--- src/rtl/sc_speedsched_pkg.sv ---
// Shared encodings and default terminal counts for the Frogger lane tick scheduler.
package sc_speedsched_pkg;

  typedef enum logic [1:0] {
    ST_IDLE  = 2'd0,
    ST_RUN   = 2'd1,
    ST_PAUSE = 2'd2
  } sched_state_e;

  typedef enum logic [1:0] {
    LVL1 = 2'd0,
    LVL2 = 2'd1,
    LVL3 = 2'd2,
    LVL4 = 2'd3
  } level_e;

  localparam int unsigned DEF_DATAWIDTH = 32'd25;
  localparam int unsigned DEF_TC_LVL1   = 32'd33554431;
  localparam int unsigned DEF_TC_LVL2   = 32'd16777215;
  localparam int unsigned DEF_TC_LVL3   = 32'd8388607;
  localparam int unsigned DEF_TC_LVL4   = 32'd4194303;
  localparam int unsigned DEF_NUM_LANES = 32'd4;

  // Next level, saturating at the fastest setting.
  function automatic level_e level_next_sat(input level_e lvl);
    level_e nxt;
    case (lvl)
      LVL1:    nxt = LVL2;
      LVL2:    nxt = LVL3;
      LVL3:    nxt = LVL4;
      default: nxt = LVL4;
    endcase
    return nxt;
  endfunction

endpackage

--- src/rtl/sc_speed_prescaler.sv ---
// Shared prescaler: counts 0..tc_i while enabled, flags the terminal-count cycle.
module sc_speed_prescaler #(
  parameter int unsigned DATAWIDTH = 32'd25
) (
  input  logic                 clk_i,
  input  logic                 rst_i,
  input  logic                 clr_i,
  input  logic                 en_i,
  input  logic [DATAWIDTH-1:0] tc_i,
  output logic                 wrap_o
);

  logic [DATAWIDTH-1:0] count_q;
  logic [DATAWIDTH-1:0] count_d;
  logic                 at_tc_s;

  assign at_tc_s = (count_q == tc_i);
  assign wrap_o  = en_i && at_tc_s;

  // Clear has priority; the counter returns to zero at tc so it never wraps naturally.
  always_comb begin
    count_d = count_q;
    if (clr_i) begin
      count_d = '0;
    end else if (en_i) begin
      if (at_tc_s) begin
        count_d = '0;
      end else begin
        count_d = count_q + {{(DATAWIDTH-1){1'b0}}, 1'b1};
      end
    end else begin
      count_d = count_q;
    end
  end

  // Counter register.
  always_ff @(posedge clk_i) begin
    if (rst_i) begin
      count_q <= '0;
    end else begin
      count_q <= count_d;
    end
  end

endmodule

--- src/rtl/sc_speed_scheduler.sv ---
// Lane tick scheduler: run/pause/stop FSM, level-up sequencing and lane dispatch.
// Define SPEEDSCHED_LANE_RR_EN for round-robin lane ticks; otherwise ticks broadcast.
module sc_speed_scheduler
  import sc_speedsched_pkg::*;
#(
  parameter int unsigned SPEEDSCHED_DATAWIDTH = DEF_DATAWIDTH,
  parameter int unsigned SPEEDSCHED_TC_LVL1   = DEF_TC_LVL1,
  parameter int unsigned SPEEDSCHED_TC_LVL2   = DEF_TC_LVL2,
  parameter int unsigned SPEEDSCHED_TC_LVL3   = DEF_TC_LVL3,
  parameter int unsigned SPEEDSCHED_TC_LVL4   = DEF_TC_LVL4,
  parameter int unsigned SPEEDSCHED_NUM_LANES = DEF_NUM_LANES
) (
  input  logic                            SC_SPEEDSCHED_CLOCK_50,
  input  logic                            SC_SPEEDSCHED_RESET_InHigh,
  input  logic                            SC_SPEEDSCHED_start_InLow,
  input  logic                            SC_SPEEDSCHED_pause_InLow,
  input  logic                            SC_SPEEDSCHED_stop_InLow,
  input  logic                            SC_SPEEDSCHED_levelup_InLow,
  output logic [SPEEDSCHED_NUM_LANES-1:0] SC_SPEEDSCHED_tick_OutBUS,
  output logic [1:0]                      SC_SPEEDSCHED_level_OutBUS,
  output logic                            SC_SPEEDSCHED_running_OutHigh
);

  localparam logic [SPEEDSCHED_DATAWIDTH-1:0] TC1 = SPEEDSCHED_DATAWIDTH'(SPEEDSCHED_TC_LVL1);
  localparam logic [SPEEDSCHED_DATAWIDTH-1:0] TC2 = SPEEDSCHED_DATAWIDTH'(SPEEDSCHED_TC_LVL2);
  localparam logic [SPEEDSCHED_DATAWIDTH-1:0] TC3 = SPEEDSCHED_DATAWIDTH'(SPEEDSCHED_TC_LVL3);
  localparam logic [SPEEDSCHED_DATAWIDTH-1:0] TC4 = SPEEDSCHED_DATAWIDTH'(SPEEDSCHED_TC_LVL4);

  logic clk;
  logic rst;
  logic start_s;
  logic pause_s;
  logic stop_s;
  logic levelup_s;

  assign clk       = SC_SPEEDSCHED_CLOCK_50;
  assign rst       = SC_SPEEDSCHED_RESET_InHigh;
  assign start_s   = ~SC_SPEEDSCHED_start_InLow;
  assign pause_s   = ~SC_SPEEDSCHED_pause_InLow;
  assign stop_s    = ~SC_SPEEDSCHED_stop_InLow;
  assign levelup_s = ~SC_SPEEDSCHED_levelup_InLow;

  sched_state_e                      state_q, state_d;
  level_e                            level_q, level_d;
  logic                              pending_q, pending_d;
  logic                              running_q, running_d;
  logic [SPEEDSCHED_NUM_LANES-1:0]   tick_q, tick_d;
  logic [SPEEDSCHED_DATAWIDTH-1:0]   tc_s;
  logic                              wrap_s;
  logic                              tick_evt_s;
  logic                              pres_clr_s;
  logic                              pres_en_s;

  // Terminal count for the current level.
  always_comb begin
    tc_s = TC1;
    case (level_q)
      LVL1:    tc_s = TC1;
      LVL2:    tc_s = TC2;
      LVL3:    tc_s = TC3;
      LVL4:    tc_s = TC4;
      default: tc_s = TC1;
    endcase
  end

  assign pres_clr_s = stop_s || (state_q == ST_IDLE);
  assign pres_en_s  = (state_q == ST_RUN);

  sc_speed_prescaler #(
    .DATAWIDTH (SPEEDSCHED_DATAWIDTH)
  ) u_prescaler (
    .clk_i  (clk),
    .rst_i  (rst),
    .clr_i  (pres_clr_s),
    .en_i   (pres_en_s),
    .tc_i   (tc_s),
    .wrap_o (wrap_s)
  );

  // A stop in the wrap cycle swallows the tick and any level change.
  assign tick_evt_s = wrap_s && !stop_s;

  // Next-state logic; stop overrides start and pause.
  always_comb begin
    state_d = state_q;
    if (stop_s) begin
      state_d = ST_IDLE;
    end else begin
      case (state_q)
        ST_IDLE: begin
          if (start_s) state_d = ST_RUN;
          else         state_d = ST_IDLE;
        end
        ST_RUN: begin
          if (pause_s) state_d = ST_PAUSE;
          else         state_d = ST_RUN;
        end
        ST_PAUSE: begin
          if (pause_s) state_d = ST_PAUSE;
          else         state_d = ST_RUN;
        end
        default: state_d = ST_IDLE;
      endcase
    end
    running_d = (state_d == ST_RUN);
  end

  // Level-up requests collapse into one pending flag, consumed at the next wrap.
  always_comb begin
    level_d   = level_q;
    pending_d = pending_q || levelup_s;
    if (level_q == LVL4) begin
      pending_d = 1'b0;
    end else if (tick_evt_s) begin
      if (pending_q || levelup_s) begin
        level_d = level_next_sat(level_q);
      end else begin
        level_d = level_q;
      end
      pending_d = 1'b0;
    end else begin
      level_d = level_q;
    end
  end

`ifdef SPEEDSCHED_LANE_RR_EN
  localparam int unsigned LANE_W = $clog2(SPEEDSCHED_NUM_LANES);
  localparam logic [LANE_W-1:0] LANE_LAST = LANE_W'(SPEEDSCHED_NUM_LANES - 32'd1);

  logic [LANE_W-1:0] lane_q, lane_d;

  // One lane per tick, pointer advances after each tick.
  always_comb begin
    lane_d = lane_q;
    tick_d = '0;
    if (stop_s) begin
      lane_d = '0;
    end else if (tick_evt_s) begin
      tick_d[lane_q] = 1'b1;
      if (lane_q == LANE_LAST) lane_d = '0;
      else                     lane_d = lane_q + {{(LANE_W-1){1'b0}}, 1'b1};
    end else begin
      lane_d = lane_q;
    end
  end

  // Lane pointer register.
  always_ff @(posedge clk) begin
    if (rst) begin
      lane_q <= '0;
    end else begin
      lane_q <= lane_d;
    end
  end
`else
  // Broadcast: every lane ticks together.
  always_comb begin
    tick_d = '0;
    if (tick_evt_s) tick_d = '1;
    else            tick_d = '0;
  end
`endif

  // State, level and output registers.
  always_ff @(posedge clk) begin
    if (rst) begin
      state_q   <= ST_IDLE;
      level_q   <= LVL1;
      pending_q <= 1'b0;
      running_q <= 1'b0;
      tick_q    <= '0;
    end else begin
      state_q   <= state_d;
      level_q   <= level_d;
      pending_q <= pending_d;
      running_q <= running_d;
      tick_q    <= tick_d;
    end
  end

  assign SC_SPEEDSCHED_tick_OutBUS     = tick_q;
  assign SC_SPEEDSCHED_level_OutBUS    = level_q;
  assign SC_SPEEDSCHED_running_OutHigh = running_q;

endmodule

--- config.mk ---
export PLATFORM = sky130hd
export DESIGN_NAME = sc_speed_scheduler
export DESIGN_NICKNAME = d
export VERILOG_FILES = /design/src/rtl/sc_speedsched_pkg.sv /design/src/rtl/sc_speed_prescaler.sv /design/src/rtl/sc_speed_scheduler.sv
export SDC_FILE = /design/constraint.sdc
export NUM_CORES = 1
export LEC_CHECK = 0
export ABC_AREA = 1
export BUFFER_PORTS_ARGS = -buffer_cell sky130_fd_sc_hd__buf_4
export CAP_MARGIN = 20
export CORE_MARGIN = 2
export CORE_UTILIZATION = 53
export DETAILED_ROUTE_END_ITERATION = 8
export MAX_ROUTING_LAYER = met4
export PLACE_DENSITY_LB_ADDON = 0.08
export SLEW_MARGIN = 10
export SYNTH_ARGS = -nofsm -noshare
export SYNTH_HDL_FRONTEND = slang
export SYNTH_SLANG_ARGS = --single-unit
--- constraint.sdc ---
create_clock -name SC_SPEEDSCHED_CLOCK_50 -period 1.7 [get_ports SC_SPEEDSCHED_CLOCK_50]
set_clock_uncertainty 0.2 [all_clocks]
set_input_delay 0.085 -clock SC_SPEEDSCHED_CLOCK_50 [delete_from_list [all_inputs] [get_ports SC_SPEEDSCHED_CLOCK_50]]
set_output_delay 0.085 -clock SC_SPEEDSCHED_CLOCK_50 [all_outputs]
set_load 0.02 [all_outputs]
; Yosys cells after proc, flatten, opt, wreduce, memory -nomap -nowiden
; Index checks and enable logic that the tools add are counted.
[classes]
n_eq_ne = 7
reduce_logical = 10
bitwise = 3
n_mux = 8
n_addsub = 1
[op_table]
columns = op, n
row1 = one-hot mux 25 bit (4 select lines), 1
row2 = adder 25 x 1 -> 25 bit (second input constant), 1
row3 = == test 25 bit, 1
row4 = two-way mux 25 bit, 1
row5 = one-hot mux 2 bit (2 select lines), 2
row6 = == test 2 x 1 -> 1 bit (second input constant), 3
row7 = == test 2 bit (second input constant), 3
row8 = logical NOT 2 bit, 2
row9 = two-way mux 2 bit, 2
row10 = two-way mux 4 bit, 1
row11 = OR reduction 2 bit, 2
row12 = NOT 1 bit, 3
row13 = AND reduction 3 bit, 1
row14 = OR reduction 3 bit, 1
row15 = logical AND 1 bit, 2
row16 = logical OR 1 bit, 2
row17 = two-way mux 1 bit, 1
[totals]
output_inout_bits = 7
word_cells = 35
regBits = 35

; Logic depth before layout (Yosys ltp)
; Gate-level depths: netlist of run 1.
[depth]
word_depth = 6
depth_mapped = 11

; Modules after synthesis
; A second synthesis of run 1 with hierarchy kept.
[hier_totals]
hier_cells = 355
area_unflattened_um2 = 2192.1
[modules_own_cells]
columns = mod, area_per_inst_um2, cells_per_inst, instances
row1 = sc_speed_prescaler, 1839.3, 310, 1
row2 = sc_speed_scheduler, 352.8, 45, 1

; Worst setup path before layout of run 1
; OpenSTA, ideal clock, no wires.
[synth_path]
path_kind = register to register
start = reg state_q[1]
end = reg u_prescaler.count_q[7]
synth_period_minus_slack_ns = 1.719
n_path_buf = 1
path_stages_with_launch = 11
t_required_ns = 1.385
arrival_ns = 1.404
path_slack_ns = -0.019
path_cell_list = dfxtp_1 inv_1 ha_1 inv_2 nor2_4 nand2_4 nor2_4 nand2_4 nand2_4 buf_12 nor2_2
[synth_between]
elab_chain_cells = 3
word_cells_on_any_way = 4
classes_between = 1 x eq/ne / 3 x reduce/logical
[synth_lines]
columns = item, line_no
row1 = "start, declared", sc_speed_scheduler.sv:43  ; sched_state_e state_q, state_d;
row2 = "start signal, assigned", sc_speed_scheduler.sv:173  ; state_q <= state_d;
row3 = logical NOT 2 bit, sc_speed_scheduler.sv:66  ; assign pres_clr_s = stop_s || (state_q == ST_IDLE);
row4 = logical OR 1 bit, sc_speed_scheduler.sv:66
row5 = OR reduction 2 bit (no source line), --
row6 = "end signal, assigned", sc_speed_prescaler.sv:41  ; count_q <= count_d;
row7 = "end, declared", sc_speed_prescaler.sv:13  ; logic [DATAWIDTH-1:0] count_q;
; Parallel ways exist; a longest one is shown, timed or not.
; A chain may end at the register's enable or synchronous reset.

; Worst setup path after layout of run 1
[layout_path]
start = reg state_q[1]
end = reg u_prescaler.count_q[21]
; Same word-level chain as after synthesis.

==> results of run 1 <==
flip-flops by register name (all words and copies together), names as in the netlist:
register	cells
SC_SPEEDSCHED_level_OutBUS	2
SC_SPEEDSCHED_running_OutHigh	1
pending_q	1
state_q	2
SC_SPEEDSCHED_tick_OutBUS	1
u_prescaler.count_q	25
area by class of cell:
class                      count  area [sq um]  share of cell area, %
clock buffer                   8          58.8                   2.45
inverter                      34           128                   5.32
multi-input combinational    184          1090                   45.5
sequential                    32           649                   27.1
tap                           46          57.6                   2.40
timing repair buffer          53           414                   17.3
worst max-delay path by stage:
stage / end / slack [ns] / cells past startpoint
4_1_cts: u_prescaler.count_q[21] / 0.02 / 8
5_1_grt: SC_SPEEDSCHED_level_OutBUS[0] / -0.06 / 11
6_report: u_prescaler.count_q[21] / 0.06 / 8
3_5_place_dp: SC_SPEEDSCHED_level_OutBUS[0] / -0.01 / 11
2_1_floorplan: u_prescaler.count_q[7] / 0.01 / 10
3_3_place_gp: u_prescaler.count_q[21] / 0.03 / 9
power by group through the flow:
stage | logic [W] | clock network (W) | registers [W]
detailed placement | 0.0000552 | 0 | 0.000773
global placement | 0.0000545 | 0 | 0.000773
floorplan | 0.0000272 | 0 | 0.000774
finish | 0.0000683 | 0.000457 | 0.000756
CTS | 0.0000654 | 0.000469 | 0.000756
global route | 0.0000753 | 0.000502 | 0.000757
Yosys cell counts (2+ instances only):
master | n | area, sq um
sky130_fd_sc_hd__nand2_1 | 45 | 169
sky130_fd_sc_hd__nor2_2 | 14 | 87.6
sky130_fd_sc_hd__a21oi_1 | 6 | 30.0
sky130_fd_sc_hd__nand4_1 | 12 | 75.1
sky130_fd_sc_hd__xor2_1 | 10 | 87.6
sky130_fd_sc_hd__o21ai_1 | 2 | 10.0
sky130_fd_sc_hd__inv_2 | 5 | 18.8
sky130_fd_sc_hd__nor2_4 | 6 | 67.6
sky130_fd_sc_hd__nor3b_1 | 2 | 15.0
sky130_fd_sc_hd__nand2_2 | 4 | 25.0
sky130_fd_sc_hd__buf_4 | 3 | 22.5
sky130_fd_sc_hd__xnor2_1 | 2 | 17.5
sky130_fd_sc_hd__dfxtp_1 | 32 | 641
sky130_fd_sc_hd__nand3_1 | 15 | 75.1
sky130_fd_sc_hd__nor3_1 | 8 | 40.0
sky130_fd_sc_hd__inv_1 | 29 | 109
sky130_fd_sc_hd__nor2_1 | 38 | 143
sky130_fd_sc_hd__nand3b_1 | 4 | 30.0
sky130_fd_sc_hd__nand2_4 | 3 | 33.8
sky130_fd_sc_hd__o21ai_0 | 4 | 20.0
sky130_fd_sc_hd__a21oi_2 | 2 | 17.5
sky130_fd_sc_hd__ha_1 | 4 | 50.1
kinds of logic (layout without fill, tap and decap cells):
kind of cell | count (synthesis) | after routing | share of synthesized area (%)
AND/OR/NAND/NOR | 153 | 153 | 42.7
buffers and inverters | 39 | 95 | 9.52
flip-flops | 32 | 32 | 34.8
AO/OA/AOI/OAI | 15 | 15 | 4.56
XOR/XNOR | 12 | 12 | 5.71
adder cells (fa/ha/maj) | 4 | 4 | 2.72
metal layers:
metal	share of wire, %	track usage [%]	wire (microns)
met1	48	30.0	2020
met2	48	36.8	2060
met3	3.0	7.03	128
met4	0.94	8.33	40
met5	0	-	0
critical path, delay by kind of cell, from the launching register on:
kind	cells	cell delay, ns
flops	1	0.34
fa+ha+maj	1	0.15
simple gates	6	0.83
buf+inv	1	0.07
what timing repair did:
action | 4_1_cts | 5_1_grt
hold endpoints to repair | 7 | 0
pin swaps | 1 | 3
buffers inserted | 0 | 2
hold buffers | 5 | 0
gates resized for setup | 1 | 23
endpoints found under the setup margin | 8 | 25
stage by stage:
step           setup TNS [ns]  power (W)  utilization [%]  area [sq um]
2_1_floorplan               0   0.000801                -          1840
3_3_place_gp                0   0.000827             65.8          2200
3_5_place_dp          -0.0165   0.000828             65.8          2200
4_1_cts                     0    0.00129             69.4          2320
5_1_grt                -0.113    0.00133             71.9          2400
6_report                    0    0.00128             71.9          2400
==> run summary, run 1 <==
After clock tree synthesis, the clock-pin slew on the worst setup and hold paths is 0.10 ns. The number of vias in the routed layout came out at 1758. The area of the core is 0.00334 sq mm. Of all nets on the critical path, the largest fanout is 4. Measured against its own limit, the worst slew margin works out to 81.3%. The worst hold path cell count is 3. The startpoint type of the worst setup path is a flip-flop. The count of fill cells added during filler insertion is 303. The cell that appears most often on the critical path is sky130_fd_sc_hd__nor2_2. The peak clock frequency supported by timing came out at 608 MHz. Cell internal power was estimated by the tool at 0.000992 W.

Measured in cells, the most critical reg-to-reg path has a length of 8. The count of unresolved DRC violations after routing came out at 0. After the last flow step, the layout net total stands at 320. The flip-flop and latch count after synthesis is 32. The count of clock tree sinks came out at 32. The HPWL reported at the end of detailed placement came out at 3260 microns. Setup violations remaining at the end of the flow were counted as 0. The maximum vdd ir drop is 524 uV. The routed length per placed instance came out at 11.9 microns. The count of nets left with antenna violations once routing finished came out at 0. In this run the power spent charging and discharging nets is 0.000289 W. The required time at the worst-slack endpoint came out at 1.76 ns. The total power divided by cell area came out at 534 mW/mm^2. The max-slew violation total from the final report is 0.

The cell sitting at the root of the clock tree is a sky130_fd_sc_hd__clkbuf_4. The aggregate global-route resource usage is 24.0%. The clock latency reported for the late side of the worst-skew pair came out at 0.33 ns.

For this run, the leading register cell type out of synthesis is sky130_fd_sc_hd__dfxtp_1. The endpoint identified for the worst register-to-register timing path is u_prescaler.count_q[21]. The max capacitance violation total is 0. The clock network fraction of design power is 35.6%.

The number of detailed-routing iterations run before antenna repair came out at 4. The synthesized net count came out at 265. The die outline height is 62.9 microns. Per report_power, the sequential group accounts for 59.0% of the total. The hold path endpoint is state_q[1]. For the pin with the worst max-slew slack, the measured transition is 0.279 ns. Setup repair after global routing could not meet its margin everywhere.

The initial antenna violation count is 0. The mean cell area of the mapped netlist came out at 7.21 sq um. In this run, CTS created clock tree buffers numbering 5. The final period utilization is 96.7%. The worst hold margin is 0.286 ns. The number of global-route vias before repair came out at 1736. The largest incremental delay on the critical path came out at 0.34 ns. The leakage power came out at 0.962 nW. The effective utilization at floorplan came out at 55.1%. Traced cell by cell, the critical path runs through inv_2, ha_4, nand4_1, nor2_2, nand2_2, nor2_2, nor2_1, nor3b_1. Across all setup checks in the final design, the least slack found is 0.0566 ns.

For this design, the slowest cell found on the critical path is sky130_fd_sc_hd__dfxtp_2. The critical path class is reg2reg. The post-place setup slack is -0.0124 ns. The register-to-register path setup slack is 0.06 ns. TritonCTS built the clock tree. The count of boundary I/O pins came out at 13.

The worst hold path begins at SC_SPEEDSCHED_pause_InLow. The sequential-to-total area share from yosys stat is 34.8%. The summed instance area of the synthesized netlist came out at 0.00184 sq mm. The switching part of the total came out at 22.6%.

The synthesized design contains 0 enable-type register cells. At the worst endpoint, the arrival time is 1.70 ns. The path type of the worst min-delay path is in2reg. The combinational cell fraction of total power came out at 5.3%. The critical path launch point is state_q[1]. The count of port buffers added during placement came out at 12.

The die area came out at 0.00396 sq mm. The gate count of the mapped netlist came out at 255. For this run the aggregate overflow at the end of global routing stands at 0. Leaving out fill and tap cells, the most frequent cell in the layout is sky130_fd_sc_hd__buf_4. Entering global routing, the biggest net connects 14 pins. Routability-driven placement finished with a final weighted congestion of 0.857. The die span in x came out at 62.9 microns. The count of placed standard cells including taps is 342. The final period demand of the worst path came out at 1.64 ns. The worst setup path is captured at a flip-flop. The number of violations reported at the end of detailed-routing iteration 0 came out at 87. The wire length of the first global-routing pass came out at 7300 microns. The run finished with clean final reports. The clock tree buffer depth came out at 2.

Leaving out fill and tap cells, the most frequent cells in the layout are 47 x sky130_fd_sc_hd__buf_4, 44 x sky130_fd_sc_hd__nand2_1, 33 x sky130_fd_sc_hd__nor2_1. The number of levels the H-tree was split into came out at 2. The floorplan row count is 21. The final cell count without fillers is 357. The worst register-to-register path begins at state_q[1].

The area growth from synthesis to layout is 30.5%. In the final layout, the share of cells above drive strength 1 is 35.0%. The number of diodes came out at 0. Yosys mapped the design onto 27 distinct sky130hd cell types. For this run, asynchronously set or reset flops after synthesis account for 0%. The final number of hold-violating endpoints is 0. The ratio of routed vias to standard cells came out at 4.92. The post-detailed-routing wire length is 4250 microns. The warning count from the yosys run came out at 0.
Power figures use the tool's default switching activity.
==> run 2: changes to the inputs <==
Settings changed: CORE_UTILIZATION 53 to 55.
Clock period 1.7 ns to 2.1 ns, I/O delays scaled along.
==> run 2 against run 1 <==
  * Critical path depth decreased by 1
  * Combinational power decreased by 32%
  * Sequential power decreased by 19%
  * Routed wire length decreased by 11%
  * Hold slack got worse by 0.26 ns
  * Critical endpoint is now SC_SPEEDSCHED_running_OutHigh
  * Critical path type unchanged
  * Utilization decreased by 6.1 points
  * Count of clock-buffer cells in the layout unchanged
  * First-iteration DRC count decreased by 15%
  * Sequential share of layout area increased by 4.1 points
  * Die area decreased by 3.4%
==> run summary, run 2 (same netlist as run 1, synthesis figures left out) <==
After detailed routing, the average wire length per cell comes to 11.8 microns. The count of fill cells added during filler insertion came out at 297. The net count of the finished layout is 285. The count of boundary I/O pins is 13. Once placement finished, the instance area stood at 0.00194 sq mm. The register with the most flip-flops in the layout has 25 of them. The area of the core is 0.00313 sq mm. For hold timing, the worst endpoint is pending_q. The worst hold path belongs to the class in2reg. In the layout the commonest cells are 45 x sky130_fd_sc_hd__nand2_1, 38 x sky130_fd_sc_hd__nor2_1, 32 x sky130_fd_sc_hd__dfxtp_1. The setup path with the least slack is of type reg2reg. The number of global-route vias before repair is 1387. The start of the worst register-to-register path is state_q[0]. The initial antenna violation count is 0. The peak clock frequency supported by timing is 519 MHz.

Clock-pin slew was measured on the worst setup and hold paths at 0.10 ns. The synthesis-to-layout area growth came out at 11.9%. Summed over all layers, the routed wires come to 3760 microns. The register bank with the most flops is u_prescaler.count_q.

The count of unresolved DRC violations after routing is 0. The number of violations reported at the end of detailed-routing iteration 0 is 74. The number of setup violations in the final report is 0.

The largest incremental delay on the critical path came out at 0.61 ns. TritonCTS built the clock tree. The kind of capture point of the worst setup path is a flip-flop. Max-cap violations in this run came to 0. The count of port buffers added during placement is 12. The floorplan step defined a die boundary enclosing 0.00382 sq mm. The maximum vdd ir drop is 403 uV. The floorplan row count is 20. The number of vias in the routed layout came out at 1589. The headroom to the max-slew limit is 78.2%. The number of nets with antenna violations after detailed routing is 0. For this run the aggregate overflow at the end of global routing stands at 0. The highest net fanout along the worst path came out at 3. The run finished with clean final reports. The total power divided by cell area came out at 501 mW/mm^2.

Walking the worst path, the cells encountered are inv_1, ha_1, nand2_1, o21ai_0, nand3b_1, dlygate4sd3_1, nor3_2. The number of buffers created by CTS is 5. In this run the critical register-to-register path is captured at SC_SPEEDSCHED_running_OutHigh. The slew at the pin closest to its max-slew limit came out at 0.326 ns. The cell sitting at the root of the clock tree is a sky130_fd_sc_hd__clkbuf_4. The most common library cell in the layout ignoring fill and taps is sky130_fd_sc_hd__nand2_1. The aggregate negative setup slack is 0 ns. The clock latency reported for the late side of the worst-skew pair came out at 0.35 ns. Across every metal layer, demand over resource in global routing totals 23.1%.

The die is 61.8 microns tall. The worst setup path is launched from a flip-flop. The ratio of cells with drive above 1 in the final layout came out at 20.3%. The number of antenna diodes in the final layout is 0. The number of cells traversed by the worst register-to-register path is 7. The HPWL reported at the end of detailed placement came out at 2790 microns. The max-slew violation total from the final report is 0. The slack of the critical path is 0.175 ns. The effective utilization at floorplan is 58.8%. The post-route standard cell area excluding fillers is 0.00206 sq mm. The die span in x came out at 61.8 microns.

The wire length of the first global-routing pass came out at 6110 microns. The worst hold margin is 0.0255 ns. The slowest stage of the critical path belongs to the cell sky130_fd_sc_hd__dlygate4sd3_1. The worst hold path cell count came out at 6. The final critical path takes up 91.7% of the cycle. In this run the most critical hold path is launched from SC_SPEEDSCHED_levelup_InLow. The routability-driven placement congestion ratio is 0.889.

The post-place setup slack is 0.203 ns. Dividing the detail-routed via count by the number of cells gives 4.97. The count of clock tree sinks is 32.

The final period demand of the worst path is 1.93 ns. The arrival time at the worst endpoint is 1.99 ns. The register-to-register path setup slack came out at 0.17 ns.

The clock tree buffer depth came out at 2. CTS built an H-tree with a depth of 2. The required time at the worst-slack endpoint is 2.16 ns. After clock tree synthesis, the setup repair step added 0 buffers. The final number of hold-violating endpoints is 0.

The first detailed-routing pass ran for 4 iterations. The largest net degree at the start of global routing came out at 14. For this design the static power due to leakage is 0.765 nW.
run 2: routing by layer:
metal / up-vias / global-route usage (%) / share of wire, %
li1: 857 / - / -
met1: 697 / 31.4 / 49
met2: 27 / 33.2 / 45
met3: 8 / 4.97 / 3.7
met4: 0 / 9.12 / 1.9
met5: - / - / 0
run 2: area by class of cell:
cell class	instances	area, sq um	share of cell area, %
multi-input combinational	184	1030	50.0
sequential	32	641	31.1
timing repair buffer	18	148	7.17
inverter	34	128	6.20
clock buffer	8	58.8	2.86
tap	44	55.1	2.67
run 2: report_power, final:
| part | switching (W) | total, W | internal [W] |
|---|---|---|---|
| clock | 0.000208 | 0.000372 | 0.000165 |
| combinational | 0.0000261 | 0.0000465 | 0.0000203 |
| sequential | 0.00000146 | 0.000611 | 0.000610 |
run 2: critical path: cells and delay by family (launching register included):
family / cells / cell delay [ns]
flops: 1 / 0.36
fa+ha+maj: 1 / 0.29
buf+inv: 2 / 0.66
compound gates: 1 / 0.06
simple gates: 3 / 0.27
run 2: worst max-delay path by stage:
stage                     cells past startpoint  slack [ns]        from                            end
after floorplan                              10        0.38  state_q[1]         u_prescaler.count_q[7]
after CTS                                     9        0.20  state_q[1]         u_prescaler.count_q[5]
after global routing                          7     -0.0008  state_q[0]  SC_SPEEDSCHED_running_OutHigh
after global placement                        9        0.25  state_q[1]         u_prescaler.count_q[5]
final                                         7        0.17  state_q[0]  SC_SPEEDSCHED_running_OutHigh
after detailed placement                      9        0.20  state_q[1]         u_prescaler.count_q[5]
run 2: metrics by stage:
stage / utilization (%) / total power (W) / cells
finish: 65.8 / 0.00103 / 320
global route: 65.8 / 0.00106 / 320
CTS: 65.6 / 0.00103 / 320
detailed placement: 62.2 / 0.000663 / 307
global placement: 62.2 / 0.000663 / 307
floorplan: - / 0.000648 / 255
run 2: what timing repair did:
action,in CTS,in global routing
resized for setup,0,1
hold buffers,5,0
endpoints found under the setup margin,0,1
endpoints found under the hold margin,7,0
==> run 3: changes to the inputs <==
Settings changed: BUFFER_PORTS_ARGS -buffer_cell sky130_fd_sc_hd__buf_4 to not set, DONT_BUFFER_PORTS set to 1.
==> run 3 against run 2 <==
  * Clock power is 23% higher
  * Count of clock-buffer cells in the layout is 2 lower
  * Worst setup slack better by 0.020 ns
  * Utilization is 2.5 points lower
==> run summary, run 3 (same netlist as run 1, synthesis figures left out) <==
Setup repair after global routing left no endpoint under its margin. The synthesis-to-layout area growth came out at 7.69%. The register with the most flip-flops in the layout has 25 of them.

The tightest min-delay check is of the in2reg type. The ratio of routed vias to standard cells is 5.07. In this design, the largest share of critical-path delay is due to buffers and inverters.

The clock slew seen by the registers of the worst setup and hold paths came out at 0.09 ns. The kind of capture point of the worst setup path is a flip-flop. The post-detailed-routing wire length is 3660 microns. The wire-length estimate of the detail-placed layout is 2830 microns. The max-slew violation total from the final report is 0. The worst register-to-register path begins at state_q[0].

The pre-antenna-repair detailed-routing pass consisted of 4 iterations. The initial antenna violation count is 0. The arrival time at the worst endpoint came out at 1.96 ns. The final period utilization is 90.7%. The number of buffers created by CTS came out at 5.

The critical path goes through inv_1, ha_1, nand2_1, o21ai_0, nand3b_1, dlygate4sd3_1, nor3_1. The leakage power came out at 0.708 nW. STA classifies the critical path startpoint as a flip-flop.

The required time at the worst-slack endpoint is 2.16 ns. The die is 61.8 microns tall. The floorplan step defined a die boundary enclosing 0.00382 sq mm.

For this run, design rule violations remaining after detail routing come to 0. In this run the most critical hold path is launched from SC_SPEEDSCHED_pause_InLow. The maximum vdd ir drop is 352 uV.

The post-placement cell area came out at 0.00185 sq mm. The number of diodes is 0. The initial utilization of the core area, before any placement, comes to 58.8%. Measured against its own limit, the worst slew margin works out to 50.0%. The detail route stage leaves a number of antenna-violating nets equal to 0.

The tool flagged a number of max-cap violations equal to 0. The most common library cell in the layout ignoring fill and taps is sky130_fd_sc_hd__nand2_1. The aggregate negative setup slack is 0 ns. The post-route standard cell area excluding fillers came out at 0.00198 sq mm. The count of port buffers added during placement came out at 0. For this design the ratio of total power to cell area is 558 mW/mm^2. The area of the core is 0.00313 sq mm. Summed over all layers, the global routing overflow is 0. The aggregate global-route resource usage is 22.7%. TritonCTS built the clock tree. The number of vias in the routed layout came out at 1561. The count of fill cells added during filler insertion came out at 297.

The run finished with clean final reports. In the layout the commonest cells are 45 x sky130_fd_sc_hd__nand2_1, 38 x sky130_fd_sc_hd__nor2_1, 32 x sky130_fd_sc_hd__dfxtp_1. The final period demand of the worst path came out at 1.91 ns. The clock latency reported for the late side of the worst-skew pair came out at 0.34 ns. The clock tree buffer depth is 2. The final number of hold-violating endpoints is 0.

The slowest stage of the critical path is the sky130_fd_sc_hd__dlygate4sd3_1 cell. The register with the most flip-flops in the final layout is u_prescaler.count_q. In the final layout, the share of cells above drive strength 1 is 16.7%.

The first global-routing pass estimated 6120 microns of wire. The number of setup violations in the final report is 0. In this run the horizontal extent of the chip is 61.8 microns. Tracing the worst setup path back leads to its startpoint at state_q[0].

The routability-driven placement congestion ratio came out at 0.829. The routed length per placed instance is 11.9 microns. The highest net fanout along the worst path came out at 3. The count of boundary I/O pins is 13. The critical path is of the reg2reg type.

The final cell count without fillers came out at 308. The largest incremental delay on the critical path came out at 0.57 ns. The peak clock frequency supported by timing is 525 MHz. The number of buffers and inverters on the critical path is 2. The number of violations reported at the end of detailed-routing iteration 0 came out at 67. The largest net degree at the start of global routing is 14. The worst hold margin is 0.224 ns. The number of global-route vias before repair was 1420. The count of placed standard cells including taps came out at 295. The floorplan row count came out at 20. The H-tree generated during clock tree synthesis spans 2 levels. The post-cts repair resize count is 0. The net count of the finished layout is 273.

The clock root buffer is sky130_fd_sc_hd__clkbuf_4. The count of clock tree sinks came out at 32. The slew at the pin closest to its max-slew limit came out at 0.749 ns.
## run 3: area by class of cell
class                   count  area (sq um)  area share, %
well taps                  44          55.1           2.78
flip-flops and latches     32           641           32.3
clock buffers               6          41.3           2.08
inverters                  34           128           6.44
clock inverters             2          35.0           1.77
multi-input cells         184          1020           51.7
repair buffers              6          57.6           2.91
## run 3: routing by layer
metal / global-route usage, % / up-vias / share of wire [%]
met4: 7.90 / 0 / 1.6
met1: 30.5 / 701 / 50
met5: - / - / 0
li1: - / 826 / -
met3: 4.97 / 7 / 3.7
met2: 33.5 / 27 / 45
## run 3: worst paths after layout
| kind | depth (start not counted) | to | slack (ns) |
|---|---|---|---|
| worst max-delay path | 7 | SC_SPEEDSCHED_running_OutHigh | 0.19 |
| worst min-delay path | 2 | state_q[1] | 0.22 |
| worst max register to register | 7 | SC_SPEEDSCHED_running_OutHigh | 0.19 |
| worst min register to register | 2 | u_prescaler.count_q[15] | 0.31 |
## run 3: worst reg2reg max path: cells and delay by family, from the launching register on
kind | cells | cell delay (ns)
buffers and inverters | 2 | 0.63
DFF | 1 | 0.37
AOI/OAI and AO/OA | 1 | 0.07
adders and majority gates | 1 | 0.29
and+or+nand+nor | 3 | 0.27
## run 3: metrics by stage
stage,total power [W],utilization (%),setup slack (ns)
finish,0.00111,63.3,0.195
global route,0.00114,63.3,0.0225
CTS,0.00112,63.3,0.171
detailed placement,0.000652,59.3,0.190
global placement,0.000652,59.3,0.242
floorplan,0.000648,-,0.381
## run 3: power by group
group | internal (W) | switching [W]
sequential | 0.000610 | 0.00000281
clock | 0.000249 | 0.000208
combinational | 0.0000141 | 0.0000216
## run 3: repair_timing
action	4_1_cts	5_1_grt
buffers inserted	0	0
hold buffers	5	0
hold endpoints to repair	10	0
